==> src/rtl/regfile_write_arbiter.sv <==
// regfile_write_arbiter: shares the register-file write port between ALU (A) and load (B) writeback.
// Clears all registers after reset, then grants A by priority with a starvation guard for B.
`default_nettype none

module regfile_write_arbiter #(
    parameter int DATA_WIDTH   = 64,
    parameter int ADDR_WIDTH   = 5,
    parameter int STARVE_LIMIT = 4,
    parameter int ZERO_REG     = 31
) (
    input  logic                  clock,
    input  logic                  reset,
    input  logic                  a_valid,
    output logic                  a_ready,
    input  logic [ADDR_WIDTH-1:0] a_addr,
    input  logic [DATA_WIDTH-1:0] a_data,
    input  logic                  b_valid,
    output logic                  b_ready,
    input  logic [ADDR_WIDTH-1:0] b_addr,
    input  logic [DATA_WIDTH-1:0] b_data,
    output logic [DATA_WIDTH-1:0] rf_D,
    output logic [ADDR_WIDTH-1:0] rf_DA,
    output logic                  rf_W,
    output logic                  init_done
);

    localparam int CNT_W = (STARVE_LIMIT < 1) ? 1 : $clog2(STARVE_LIMIT + 1);
    localparam logic [CNT_W-1:0]      STARVE_MAX = CNT_W'(STARVE_LIMIT);
    localparam logic [ADDR_WIDTH-1:0] ZERO_ADDR  = ADDR_WIDTH'(ZERO_REG);

    typedef enum logic [0:0] {
        ST_INIT = 1'b0,
        ST_RUN  = 1'b1
    } state_t;

    state_t                  state_q,     state_d;
    logic [ADDR_WIDTH-1:0]   init_cnt_q,  init_cnt_d;
    logic [CNT_W-1:0]        starve_q,    starve_d;
    logic                    rf_w_q,      rf_w_d;
    logic [ADDR_WIDTH-1:0]   rf_da_q,     rf_da_d;
    logic [DATA_WIDTH-1:0]   rf_d_q,      rf_d_d;
    logic                    init_done_q, init_done_d;

    logic                  run;
    logic                  force_b;
    logic                  a_xfer;
    logic                  b_xfer;
    logic [ADDR_WIDTH-1:0] sel_addr;
    logic [DATA_WIDTH-1:0] sel_data;

    // Ready is gated by reset so no handshake can coincide with a reset edge.
    assign run      = reset && (state_q == ST_RUN);
    assign force_b  = (starve_q == STARVE_MAX);
    assign a_ready  = run && !(b_valid && force_b);
    assign b_ready  = run && (!a_valid || force_b);
    assign a_xfer   = a_valid && a_ready;
    assign b_xfer   = b_valid && b_ready;
    assign sel_addr = a_xfer ? a_addr : b_addr;
    assign sel_data = a_xfer ? a_data : b_data;

    always_comb begin
        state_d     = state_q;
        init_cnt_d  = init_cnt_q;
        starve_d    = starve_q;
        rf_w_d      = 1'b0;
        rf_da_d     = rf_da_q;
        rf_d_d      = rf_d_q;
        init_done_d = init_done_q;

        case (state_q)
            ST_INIT: begin
                rf_w_d     = 1'b1;
                rf_da_d    = init_cnt_q;
                rf_d_d     = '0;
                init_cnt_d = init_cnt_q + 1'b1;
                if (init_cnt_q == '1) begin
                    state_d     = ST_RUN;
                    init_done_d = 1'b1;
                end
            end
            ST_RUN: begin
                if ((a_xfer || b_xfer) && (sel_addr != ZERO_ADDR)) begin
                    rf_w_d  = 1'b1;
                    rf_da_d = sel_addr;
                    rf_d_d  = sel_data;
                end
                if (a_xfer && b_valid) begin
                    if (!force_b) begin
                        starve_d = starve_q + 1'b1;
                    end
                end else if (b_xfer || !b_valid) begin
                    starve_d = '0;
                end
            end
            default: begin
                state_d = ST_INIT;
            end
        endcase
    end

    always_ff @(posedge clock) begin
        if (!reset) begin
            state_q     <= ST_INIT;
            init_cnt_q  <= '0;
            starve_q    <= '0;
            rf_w_q      <= 1'b0;
            rf_da_q     <= '0;
            rf_d_q      <= '0;
            init_done_q <= 1'b0;
        end else begin
            state_q     <= state_d;
            init_cnt_q  <= init_cnt_d;
            starve_q    <= starve_d;
            rf_w_q      <= rf_w_d;
            rf_da_q     <= rf_da_d;
            rf_d_q      <= rf_d_d;
            init_done_q <= init_done_d;
        end
    end

    assign rf_W      = rf_w_q;
    assign rf_DA     = rf_da_q;
    assign rf_D      = rf_d_q;
    assign init_done = init_done_q;

endmodule

`default_nettype wire

==> config.mk <==
export PLATFORM = sky130hd
export DESIGN_NAME = regfile_write_arbiter
export DESIGN_NICKNAME = d
export VERILOG_FILES = /design/src/rtl/regfile_write_arbiter.sv
export SDC_FILE = /design/constraint.sdc
export NUM_CORES = 1
export LEC_CHECK = 0
export CAP_MARGIN = 15
export CORE_ASPECT_RATIO = 0.6
export CORE_MARGIN = 5
export CORE_UTILIZATION = 40
export DETAILED_ROUTE_END_ITERATION = 8
export PLACE_DENSITY = 0.79
export SLEW_MARGIN = 30
export SYNTH_ARGS = -nofsm -noshare
export SYNTH_HDL_FRONTEND = slang
export SYNTH_SLANG_ARGS = --single-unit
==> constraint.sdc <==
create_clock -name clock -period 3.01 [get_ports clock]
set_input_delay 0.7525 -clock clock [delete_from_list [all_inputs] [get_ports clock]]
set_output_delay 0.7525 -clock clock [all_outputs]
set_load 0.01 [all_outputs]
==> impl_results.md <==
* Outcome: complete, no violations
* Crit path top cell by count: clkdlybuf4s50_1
* # diodes at 0
* Grt total ovfl at 0
* PwrDens at 351 nW/um^2
* Final hold vios at 0
* Number of synthesized flops with an enable pin at 0
* Area leader, netlist: dfxtp_1
* Row count at 29
* Post-Route Utilization at 64.7%
* Worst-path fanout max at 3
* Gr usage total at 21.6%
* Synth top area cells: dfxtp_1 (36%), mux2i_1 (16%), a21o_1 (11%)
* Via density at 5.29
* Count of pins over their slew limit at 0
* Synthesized instance count at 537
* Buffers on Ports at 214
* Tcrit/Tclk final at 93.2%
* Worst vdd ir at 270 uV
* Seq/Total Area, Yosys at 36.4%
* Layout cells sized above 1 at 5.25%
* Initial DRC count at 298
* Final setup viols at 0
* HP Start: rf_D[38]$_SDFFE_PN0P_
* Crit path cell chain: clkdlybuf4s50_1 > and3_2 > nor2_1 > clkdlybuf4s50_1
* Post-synth top area share at 36.4%
* Die Ht at 91.2 um
* Tmin final at 2.81 ns
* RSZ-0062 raised after global routing: no
* CTS H-Tree Depth at 3
* Max Clock Skew at 0.00512 ns
* CP Launch Type: input port
* Final Routed Wirelength at 14.5 mm
* Most frequent cells in the layout: clkdlybuf4s50_1 (213), dfxtp_1 (80), o21ai_0 (76)
* Core area at 10700 um^2
* Post-synth cell types at 27
* Die area at 13300 um^2
* TritonCTS clock tree: yes
* Worst r2r src: starve_q[0]$_SDFFE_PN0P_
* DRC viols at 0
* Syn Nets at 683
* Critical path's largest stage delay at 0.55 ns
* Fmax at 356 MHz
* ANT nets after route at 0
* Type of the worst setup path: in2out
* CTS Buffer Depth at 2
* First-pass DRT Iterations at 6
* Main flop type after synthesis: dfxtp_1
* R2r endpoint: rf_D[21]$_SDFFE_PN0P_
* Final GP Congestion at 0.816
* CTS clock-pin slew for the worst setup and hold paths at 0.06 ns
* Wire per inst at 16.9 um
* Largest net degree at the start of global routing at 72
* Worst Hold End: rf_D[38]$_SDFFE_PN0P_
* Flop2flop setup slack at 0.72 ns
* FF+latch count, synth at 80
* Static Leak at 2.22 nW
* Post_cts resized at 0
* DP HPWL at 10.5 mm
* Setup total negative slack at 0 ns
* Filler instances at 894
* DR vias at 4566
* First-pass GRT wire length at 24.1 mm
* Synth warnings at 0
* Commonest non-fill, non-tap cell in the layout: clkdlybuf4s50_1
* P&R area growth vs syn at 57.0%
* Mapped Area at 4390 um^2
* CP Capture Type: primary output
* Initial antenna violation count at 0
* Hold Path Depth at 2
* Slew @ Worst Pin at 0.538 ns
* Max-cap violations at 0
* Post-CTS Setup Bufs at 0
* Clk sinks at 80
* CP arrival at 2.05 ns
* Asr flop ratio synth at 0%
* Die X-Extent at 145 um
* Number of global-route vias before repair at 4668
* Io pins at 215
* Class of the worst hold path: reg2reg
* Skew-Pair Late Insertion Delay at 0.33 ns
* Slowest cell on crit path: clkdlybuf4s50_1
* Sequential cell area at 1600 um^2
* Multi-input gate area at 2510 um^2
* Clock root cell: clkbuf_16
* Clock buffer count from CTS at 9
* CTS Hold Bufs at 0
* Cell depth of the worst flop-to-flop path at 8
* Initial Util at 41.2%
* Required @ worst endpoint at 2.26 ns
* Mean area per synthesized cell at 8.18 um^2
* Worst rel slew slack at 64.1%
* Fin nets at 865
-- routing by layer --
| metal | track usage (%) | wire length [um] |
|---|---|---|
| met1 | 27.5 | 6450 |
| met2 | 36.2 | 6800 |
| met3 | 7.51 | 1230 |
| met4 | 3.11 | 70 |
| met5 | 0 | 0 |
-- cell families after synthesis --
logic type	count (synthesis)	share of synthesized area (%)
AO/OA/AOI/OAI	150	21.3
XOR/XNOR	3	0.598
adder cells (fa/ha/maj)	4	1.14
buffers and inverters	60	6.86
flip-flops	80	36.4
multiplexers	72	16.4
AND/OR/NAND/NOR	168	17.2
-- worst max path at each step --
stage                             to    start
2_1_floorplan                b_ready    reset
3_3_place_gp                 a_ready  b_valid
3_5_place_dp   rf_D[21]$_SDFFE_PN0P_  b_valid
4_1_cts                      a_ready  b_valid
5_1_grt                      a_ready  b_valid
6_report                     a_ready  b_valid
-- flip-flops by register name, indices dropped and copies added, names as in the netlist --
| name | flops |
|---|---|
| rf_D | 64 |
| init_cnt_q | 5 |
| rf_DA | 5 |
| starve_q | 3 |
| init_done | 1 |
| rf_W | 1 |
| state_q | 1 |
-- report_power, final --
part / switching [mW] / total (mW) / internal (mW) / leakage [nW]
clock network: 0.412 / 1.10 / 0.687 / 0.141
registers: 0.00519 / 1.07 / 1.07 / 0.645
logic: 0.0705 / 0.253 / 0.182 / 1.44
-- critical path, delay by kind of cell --
family        cells  cell delay [ns]
buf+inv           2             0.97
simple gates      2             0.34
-- Yosys cell counts (2+ instances only) --
master    count
a21o_1       64
a21oi_1       3
a31o_1        4
a31o_2        2
and3_1        3
and4_1        2
buf_2        13
buf_4         2
buf_6         7
clkbuf_1     34
dfxtp_1      80
ha_1          4
inv_1         3
mux2i_1      71
nand2_1      74
nand3_1      72
nand4_1       3
nor2_1       11
o21ai_0      76
xor2_1        2
-- stage by stage --
stage | setup WS (ns) | total power, mW | instances | instance area, um^2 | hold slack [ns]
floorplan | 0.592 | 1.14 | 537 | 4390 | 0.462
global placement | 0.197 | 1.34 | 847 | 6590 | 0.444
detailed placement | 0.115 | 1.34 | 847 | 6590 | 0.451
CTS | 0.209 | 2.46 | 863 | 6900 | 0.460
global route | 0.193 | 2.53 | 863 | 6900 | 0.482
finish | 0.203 | 2.42 | 863 | 6900 | 0.459
-- area by class of cell --
cell class                 instances  area share [%]
clock buffer                      12            3.72
clock inverter                     4           0.762
inverter                           4           0.218
multi-input combinational        397            36.4
sequential                        80            23.2
tap                              139            2.52
timing repair buffer             227            33.1
(Power assumes the default switching activity.)
